==> config.mk <==
export PLATFORM = sky130hd
export DESIGN_NAME = sliced_adder_pipe
export DESIGN_NICKNAME = d
export VERILOG_FILES = /design/src/rtl/sliced_adder_pkg.sv /design/src/rtl/adder_slice.sv /design/src/rtl/sliced_adder_pipe.sv
export SDC_FILE = /design/constraint.sdc
export NUM_CORES = 1
export LEC_CHECK = 0
export ABC_CLOCK_PERIOD_IN_PS = 2500
export CAP_MARGIN = 10
export CORE_ASPECT_RATIO = 1.75
export CORE_MARGIN = 3
export CORE_UTILIZATION = 49
export DETAILED_ROUTE_END_ITERATION = 16
export PLACE_DENSITY = 0.76
export SYNTH_ARGS = -nofsm -noshare
export SYNTH_HDL_FRONTEND = slang
export SYNTH_SLANG_ARGS = --single-unit
==> constraint.sdc <==
create_clock -name clk -period 2.5 [get_ports clk]
set_input_delay 0.5 -clock clk [delete_from_list [all_inputs] [get_ports clk]]
set_output_delay 0.5 -clock clk [all_outputs]
set_load 0.02 [all_outputs]
==> src/rtl/sliced_adder_pkg.sv <==
// Shared types and helpers for the pipelined, carry-sliced adder/subtractor.
// Default geometry is 16-bit operands resolved four bits per stage.
package sliced_adder_pkg;

  localparam int DEFAULT_WIDTH = 16;
  localparam int DEFAULT_SLICE = 4;

  typedef logic [DEFAULT_SLICE-1:0] slice_t;

  typedef enum logic {
    ADD = 1'b0,
    SUB = 1'b1
  } add_mode_e;

  // Pipeline depth: one stage per slice.
  function automatic int num_slices(input int width, input int slice);
    return width / slice;
  endfunction

endpackage

==> src/rtl/adder_slice.sv <==
// One registered SLICE-bit add stage: sums an operand slice plus carry-in and
// holds the sum slice, carry-out and stage valid bit until the pipeline advances.
module adder_slice #(
  parameter int SLICE = 4
) (
  input  logic             clk,
  input  logic             rst,
  input  logic             en,
  input  logic             valid_i,
  input  logic [SLICE-1:0] a_i,
  input  logic [SLICE-1:0] b_i,
  input  logic             cin_i,
  output logic             valid_o,
  output logic [SLICE-1:0] sum_o,
  output logic             cout_o
);

  logic [SLICE:0]   total;
  logic             valid_d;
  logic             valid_q;
  logic [SLICE-1:0] sum_d;
  logic [SLICE-1:0] sum_q;
  logic             cout_d;
  logic             cout_q;

  always_comb begin
    total   = {1'b0, a_i} + {1'b0, b_i} + {{SLICE{1'b0}}, cin_i};
    valid_d = valid_i;
    sum_d   = total[SLICE-1:0];
    cout_d  = total[SLICE];
  end

  always_ff @(posedge clk) begin
    if (rst) begin
      valid_q <= 1'b0;
      sum_q   <= '0;
      cout_q  <= 1'b0;
    end else if (en) begin
      valid_q <= valid_d;
      sum_q   <= sum_d;
      cout_q  <= cout_d;
    end
  end

  assign valid_o = valid_q;
  assign sum_o   = sum_q;
  assign cout_o  = cout_q;

endmodule

==> src/rtl/sliced_adder_pipe.sv <==
// Pipelined carry-sliced adder/subtractor, one slice resolved per stage.
// Define SLICED_ADDER_OVF_EN to add the signed-overflow output out_ovf.
module sliced_adder_pipe
  import sliced_adder_pkg::*;
#(
  parameter int WIDTH = DEFAULT_WIDTH,
  parameter int SLICE = DEFAULT_SLICE
) (
  input  logic             clk,
  input  logic             rst,
  input  logic             in_valid,
  output logic             in_ready,
  input  logic [WIDTH-1:0] in_a,
  input  logic [WIDTH-1:0] in_b,
  input  logic             in_cin,
  input  logic             in_sub,
  output logic             out_valid,
  input  logic             out_ready,
  output logic [WIDTH-1:0] out_sum,
  output logic             out_carry
`ifdef SLICED_ADDER_OVF_EN
  ,
  output logic             out_ovf
`endif
);

  localparam int NS   = num_slices(WIDTH, SLICE);
  localparam int LAST = NS - 1;

  // Handshake: a beat transfers on either side only in a cycle where valid
  // and ready are both high. The whole pipeline moves as one (advance) when
  // the output slot is empty or being drained; in_ready is exactly advance,
  // so it never depends on in_valid.
  logic             advance;
  add_mode_e        mode;
  logic [WIDTH-1:0] b_eff;
  logic             cin_eff;

  always_comb begin
    advance = !out_valid || out_ready;
    mode    = add_mode_e'(in_sub);
    b_eff   = (mode == SUB) ? ~in_b : in_b;
    cin_eff = (mode == SUB) ? 1'b1 : in_cin;
  end

  assign in_ready = advance;

  for (genvar k = 0; k < NS; k++) begin : g_stage
    localparam int SRC_W = WIDTH - k * SLICE;
    localparam int RES_W = (k + 1) * SLICE;

    // src_*: operand bits not yet consumed when this stage computes.
    logic [SRC_W-1:0] src_a;
    logic [SRC_W-1:0] src_b;
    logic             src_cin;
    logic             src_valid;
    logic             v_out;
    logic             cout;
    logic [SLICE-1:0] sum_sl;
    logic [RES_W-1:0] res;

    if (k == 0) begin : g_src
      always_comb begin
        src_a     = in_a;
        src_b     = b_eff;
        src_cin   = cin_eff;
        src_valid = in_valid;
      end
    end else begin : g_src
      always_comb begin
        src_a     = g_stage[k-1].g_fwd.a_q;
        src_b     = g_stage[k-1].g_fwd.b_q;
        src_cin   = g_stage[k-1].cout;
        src_valid = g_stage[k-1].v_out;
      end
    end

    adder_slice #(
      .SLICE (SLICE)
    ) u_slice (
      .clk     (clk),
      .rst     (rst),
      .en      (advance),
      .valid_i (src_valid),
      .a_i     (src_a[SLICE-1:0]),
      .b_i     (src_b[SLICE-1:0]),
      .cin_i   (src_cin),
      .valid_o (v_out),
      .sum_o   (sum_sl),
      .cout_o  (cout)
    );

    // Higher operand slices ride along, skewed one stage per slice.
    if (k < LAST) begin : g_fwd
      logic [SRC_W-SLICE-1:0] a_d;
      logic [SRC_W-SLICE-1:0] a_q;
      logic [SRC_W-SLICE-1:0] b_d;
      logic [SRC_W-SLICE-1:0] b_q;

      always_comb begin
        a_d = src_a[SRC_W-1:SLICE];
        b_d = src_b[SRC_W-1:SLICE];
      end

      always_ff @(posedge clk) begin
        if (rst) begin
          a_q <= '0;
          b_q <= '0;
        end else if (advance) begin
          a_q <= a_d;
          b_q <= b_d;
        end
      end
    end

    // Already-resolved lower result slices travel with the beat.
    if (k == 0) begin : g_res
      assign res = sum_sl;
    end else begin : g_res
      logic [RES_W-SLICE-1:0] lo_d;
      logic [RES_W-SLICE-1:0] lo_q;

      always_comb begin
        lo_d = g_stage[k-1].res;
      end

      always_ff @(posedge clk) begin
        if (rst) begin
          lo_q <= '0;
        end else if (advance) begin
          lo_q <= lo_d;
        end
      end

      assign res = {sum_sl, lo_q};
    end

`ifdef SLICED_ADDER_OVF_EN
    // Same-sign operands producing an opposite-sign MSB is exactly
    // carry-into-MSB XOR carry-out-of-MSB for the top slice.
    if (k == LAST) begin : g_ovf
      logic [SLICE-1:0] top_sum;
      logic             ovf_d;
      logic             ovf_q;

      always_comb begin
        top_sum = src_a[SLICE-1:0] + src_b[SLICE-1:0] + {{(SLICE-1){1'b0}}, src_cin};
        ovf_d   = (src_a[SLICE-1] ~^ src_b[SLICE-1]) & (top_sum[SLICE-1] ^ src_a[SLICE-1]);
      end

      always_ff @(posedge clk) begin
        if (rst) begin
          ovf_q <= 1'b0;
        end else if (advance) begin
          ovf_q <= ovf_d;
        end
      end
    end
`endif
  end

  assign out_valid = g_stage[LAST].v_out;
  assign out_sum   = g_stage[LAST].res;
  assign out_carry = g_stage[LAST].cout;

`ifdef SLICED_ADDER_OVF_EN
  assign out_ovf = g_stage[LAST].g_ovf.ovf_q;
`endif

  a_hold_on_stall: assert property (@(posedge clk) disable iff (rst)
    (out_valid && !out_ready) |=> (out_valid && $stable(out_sum) && $stable(out_carry)));

endmodule
==> flow_metrics.tcl, run 1 <==
set metrics [dict create \
    rsz0062_at_grt "no" \
    cts.sinks 96 \
    critPathKind "input pin to flop" \
    fin_util_pct 61.09 \
    layout-drive-gt1-share_pct 5.426 \
    syn-cell-area_um2 4103 \
    drc_errors 0 \
    area_growth_pct 19.37 \
    drtIter0Drc 205 \
    fill_cells 702 \
    die_area_um2 9550 \
    cts_resized 0 \
    crit_arrival_ps 2620 \
    antenna_found_initial 0 \
    numCtsBuffers 9 \
    core.rowCount 43 \
    drtPass1Iterations 4 \
    finalCriticalPeriod_ps 2429 \
    gp_congestion 0.7631 \
    clock.fmax_mhz 411.7 \
    multiInputGateArea_um2 1903 \
    seqCellArea_um2 1922 \
    endpoint_kind "flop" \
    hpwl_mm 5.068 \
    drt-total-wl_mm 7.654 \
    clk_latency_ps 340 \
    slew-limit-headroom_pct 41.22 \
    htreeDepth 3 \
    floorplan.initialDensity_pct 51.18 \
    synth_nets 530 \
    fin_total_pwr_mw 3.432 \
    track_usage_pct 17.02 \
    fp.coreArea_um2 8016 \
    tightestPinTransition_ps 881.7 \
    cts_setup_buffers 0 \
    cp-start-kind "input pin" \
    num_vias 3226 \
    instances_no_fill 606 \
    overflow 0 \
    path_clk_slew_ps 60 \
    die_w_um 75.17 \
    yosysWarningCount 0 \
    ios 57 \
    nNetsFinal 569 \
    placed_area_um2 4597 \
    drv_slew 0 \
    leakagePower_nw 1.921 \
    async_flop_share_pct 0 \
    skew_ps 6.993 \
    holdBufCountCts 0 \
    cts_buffer_depth 2 \
    ys_ff_latch 96 \
    die_y_um 127.0 \
    clock-root-buffer "clkbuf_16" \
    setup_viol 0 \
    hp-class "flop to flop" \
    maxCapViolations 0 \
    syn_inst 472 \
    holdWs_ps 447.1 \
    min_period_over_period_pct 97.16 \
    crit_fanout 3 \
    n_antenna_cell 0 \
    final_area_um2 4897 \
    placedCellCount 590 \
    grt_max_degree 105 \
    wl_per_cell_um 12.63 \
    cts_tree "yes" \
    ys_seq_area_share_pct 46.84 \
    outcome "complete, no violations" \
    final_antenna_net_count 0 \
    synth_cell_types 27 \
    hold_viol_final 0 \
    avgSynthCellArea_um2 8.692 \
    ir_drop_v 0.0004314 \
    p_per_area_nw_per_um2 700.8 \
    required_ps 2690 \
    synth_edf_count 0 \
    portBuffers 56 \
    grt_pass1_vias 3047 \
    avgViaCountPerCell 5.323 \
    ys.flop_type "dfxtp_1" \
    grt_pass1_wl_mm 12.77 \
]
## report_power, final
group / total (mW) / leakage [nW] / switching (mW) / internal [mW]
clock network: 1.37 / 0.150 / 0.539 / 0.827
logic: 0.382 / 0.982 / 0.185 / 0.197
registers: 1.68 / 0.789 / 0.0535 / 1.63
total: 3.43 / 1.92 / 0.777 / 2.66
## layout by cell type, fill, tap and decap left out, types with 5 or more instances in the layout
cell type,instances
nand2_1,141
dfxtp_1,96
a21oi_1,74
clkdlybuf4s50_1,55
nor2_1,24
a211oi_1,22
xnor2_1,14
ha_1,12
clkbuf_16,9
inv_1,8
fa_1,8
xor2_1,6
nand3b_1,6
a21o_1,5
## synthesized netlist by cell type (8+ instances only)
cell type	instances	share of area [%]
buf_6	11	3.0
a21oi_1	74	9.0
xnor2_1	14	3.0
inv_1	8	0.73
dfxtp_1	96	47
nand2_1	141	13
fa_1	8	3.9
buf_2	15	1.8
ha_1	12	3.7
a211oi_1	22	4.0
nor2_1	24	2.2
## routing by layer
metal  part of all wire, %  up-vias  track usage, %  wire [µm]
li1                      -     1649               -          -
met1                    43     1503           19.27       3285
met2                    52       60           29.75       3949
met3                   3.0       14           3.150        227
met4                   2.5        0           8.033        191
met5                     0        -               0          0
## stage by stage
stage | worst slack, ps | TNS [ps]
2_1_floorplan | 50.78 | 0
3_3_place_gp | -216.2 | -390.4
3_5_place_dp | -270.2 | -587.8
4_1_cts | 94.41 | 0
5_1_grt | 4.483 | 0
6_report | 70.88 | 0
## critical path: stages
cell and delay, ps:
clkdlybuf4s50_1 450, or2_2 320, fa_1 410, fa_1 420, a21o_1 190, a211oi_1 250, a211oi_1 80
## cell type report
cell class / instances / share of cell area, %
flip-flops and latches: 96 / 39.24
well taps: 90 / 2.299
clock inverters: 3 / 0.8176
multi-input cells: 333 / 38.86
inverters: 9 / 0.6898
repair buffers: 62 / 12.77
clock buffers: 13 / 5.314
## final timing paths
path | cells after the start | slack (ps) | from | endpoint
hold reg to reg | 2 | 450 | g_stage[3].g_res.lo_q[8]$_SDFFE_PP0P_ | g_stage[3].g_res.lo_q[8]$_SDFFE_PP0P_
setup reg to reg | 5 | 620 | g_stage[1].u_slice.cout_o$_SDFFE_PP0P_ | g_stage[2].u_slice.cout_o$_SDFFE_PP0P_
setup / recovery | 7 | 70 | in_sub | g_stage[0].u_slice.cout_o$_SDFFE_PP0P_
hold / removal | 2 | 450 | g_stage[3].g_res.lo_q[8]$_SDFFE_PP0P_ | g_stage[3].g_res.lo_q[8]$_SDFFE_PP0P_
## state kept, by name (all words and copies together) (netlist names)
| signal | cells |
|---|---|
| g_stage.g_res.lo_q | 24 |
| g_stage.u_slice.cout_o | 4 |
| g_stage.g_fwd.a_q | 24 |
| g_stage.u_slice.sum_o | 16 |
| g_stage.u_slice.valid_o | 4 |
| g_stage.g_fwd.b_q | 24 |
## cell families after synthesis
| kind of cell | count (synthesis) | share of synthesized area (%) |
|---|---|---|
| AOI/OAI and AO/OA | 111 | 16.53 |
| and+or+nand+nor | 182 | 18.02 |
| adders and majority gates | 20 | 7.563 |
| DFF | 96 | 46.84 |
| xor gates and xnor gates | 20 | 4.270 |
| buffers and inverters | 43 | 6.770 |
Power figures use the tool's default switching activity.
==> inputs of run 2 (changes only) <==
Settings changed: CELL_PAD_IN_SITES_DETAIL_PLACEMENT set to 1, CELL_PAD_IN_SITES_GLOBAL_PLACEMENT set to 2, CORE_UTILIZATION 49 to 30, PLACE_DENSITY 0.76 to unset, PLACE_DENSITY_LB_ADDON set to 0.1, TNS_END_PERCENT set to 10.
==> flow_metrics.tcl, run 2 (synthesis results as in run 1) <==
set metrics [dict create \
    outcome "complete, no violations" \
    placed_area_um2 4760 \
    track_usage_pct 13.45 \
    r2r_slack_ps 660 \
    path_clk_slew_ps 70 \
    maxCapViolations 0 \
    drtPass1Iterations 4 \
    floorplan.initialDensity_pct 31.21 \
    cts.sinks 96 \
    required_ps 2690 \
    finalCriticalPeriod_ps 2306 \
    overflow 0 \
    hp-class "flop to flop" \
    r2r_start "g_stage[1].u_slice.cout_o$_SDFFE_PP0P_" \
    die_w_um 94.40 \
    endpoint "g_stage[0].u_slice.cout_o$_SDFFE_PP0P_" \
    cts_setup_buffers 0 \
    layout-drive-gt1-share_pct 7.252 \
    startpoint "in_cin" \
    seqCellArea_um2 1922 \
    cp-start-kind "input pin" \
    largestRegisters "g_stage.g_fwd.a_q (24), g_stage.g_fwd.b_q (24), g_stage.g_res.lo_q (24)" \
    grt_pass1_vias 3181 \
    drv_slew 0 \
    max_stage_delay_ps 410 \
    min_from "g_stage[3].g_res.lo_q[1]$_SDFFE_PP0P_" \
    clock-root-buffer "clkbuf_16" \
    path_cells "clkdlybuf4s50_1 -> or2_2 -> fa_1 -> fa_1 -> a21o_1 -> a211oi_1 -> a211oi_1" \
    core.rowCount 55 \
    layout_commonest_cell "nand2_1" \
    multiInputGateArea_um2 1903 \
    area_growth_pct 23.18 \
    cts_resized 0 \
    die_area_um2 15170 \
    layout_common_cells "141 x nand2_1, 96 x dfxtp_1, 74 x a21oi_1, 54 x clkdlybuf4s50_1, 24 x nor2_1" \
    crit_arrival_ps 2490 \
    rsz0062_at_grt "no" \
    clk_latency_ps 340 \
    final_antenna_net_count 0 \
    grt_pass1_wl_mm 16.04 \
    postLayoutSetupSlackWorst_ps 193.5 \
    fin_total_pwr_mw 3.426 \
    htreeDepth 3 \
    critPathKind "input pin to flop" \
    holdBufCountCts 0 \
    nNetsFinal 577 \
    portBuffers 56 \
    cts_buffer_depth 2 \
    tightestPinTransition_ps 690.0 \
    leakagePower_nw 1.954 \
    numCtsBuffers 9 \
    ios 57 \
    dpl_worst_slack_ps -343.6 \
    worst_r2r_endpoint "g_stage[2].u_slice.cout_o$_SDFFE_PP0P_" \
    fill_cells 1535 \
    hold_viol_final 0 \
    drc_errors 0 \
    endpoint_kind "flop" \
    num_vias 3256 \
    avgViaCountPerCell 4.685 \
    slew-limit-headroom_pct 54.00 \
    antenna_found_initial 0 \
    min_period_over_period_pct 92.26 \
    wl_per_cell_um 14.37 \
    hpwl_mm 6.827 \
    cp_slowest_cell "fa_1" \
    rr_worst_depth 5 \
    grt_max_degree 105 \
    die_y_um 160.7 \
    skew_ps 9.511 \
    p_per_area_nw_per_um2 678.0 \
    fp.coreArea_um2 13140 \
    cts_tree "yes" \
    setup_viol 0 \
    drtIter0Drc 114 \
    n_antenna_cell 0 \
    final_area_um2 5054 \
    clock.fmax_mhz 433.6 \
    ir_drop_v 0.0002831 \
    crit_fanout 2 \
    drt-total-wl_mm 9.988 \
    gp_congestion 0.7021 \
]
[run 2: cell count changes in the layout (fill, tap and decap cells not counted), sizes merged]
cell,before,now
clkdlybuf4s50,55,54
inv,9,10
clkinvlp,0,2
buf,7,15
clkbuf,13,10
dlymetal6s2s,0,1
bufinv,1,0
clkinv,2,3
[run 2: layer usage]
metal | track usage (%) | up-vias | part of all wire [%]
li1 | - | 1653 | -
met1 | 16.74 | 1555 | 44
met2 | 23.35 | 40 | 52
met3 | 2.437 | 8 | 2.8
met4 | 3.945 | 0 | 1.2
met5 | 0 | - | 0
[run 2: power breakdown]
group / switching, mW / internal, mW / total (mW)
logic: 0.197 / 0.205 / 0.403
clock network: 0.624 / 0.717 / 1.34
registers: 0.0537 / 1.63 / 1.68
total: 0.875 / 2.55 / 3.43
[run 2: final cells by class]
| class | count | area share (%) |
|---|---|---|
| timing repair buffer | 70 | 13.62 |
| tap | 171 | 4.234 |
| clock buffer | 10 | 4.729 |
| sequential | 96 | 38.03 |
| clock inverter | 6 | 1.040 |
| multi-input combinational | 333 | 37.66 |
| inverter | 9 | 0.6932 |
[run 2: how the worst min path moves through the flow]
| stage | slack [ps] | depth (start not counted) | endpoint |
|---|---|---|---|
| after floorplan | 430 | 2 | g_stage[0].g_fwd.a_q[0]$_SDFFE_PP0P_ |
| after global placement | 440 | 2 | g_stage[1].g_res.lo_q[1]$_SDFFE_PP0P_ |
| after detailed placement | 440 | 2 | g_stage[3].g_res.lo_q[1]$_SDFFE_PP0P_ |
| after CTS | 450 | 2 | g_stage[0].u_slice.valid_o$_SDFFE_PP0P_ |
| after global routing | 470 | 2 | g_stage[2].g_res.lo_q[6]$_SDFFE_PP0P_ |
| final | 450 | 2 | g_stage[3].g_res.lo_q[1]$_SDFFE_PP0P_ |
[run 2: worst max-delay path: cells and delay by family]
family	cells	cell delay, ps
adder cells (fa/ha/maj)	2	820
AO/OA/AOI/OAI	3	490
buffers and inverters	1	400
AND/OR/NAND/NOR	1	280
[run 2: metrics by stage]
stage,hold slack [ps],TNS (ps),utilization (%),cells
2_1_floorplan,431.9,0,-,472
3_3_place_gp,439.6,-747.3,36.21,679
3_5_place_dp,444.6,-917.1,36.21,679
4_1_cts,454.1,0,38.43,695
5_1_grt,472.5,0,38.45,695
6_report,449.2,0,38.45,695
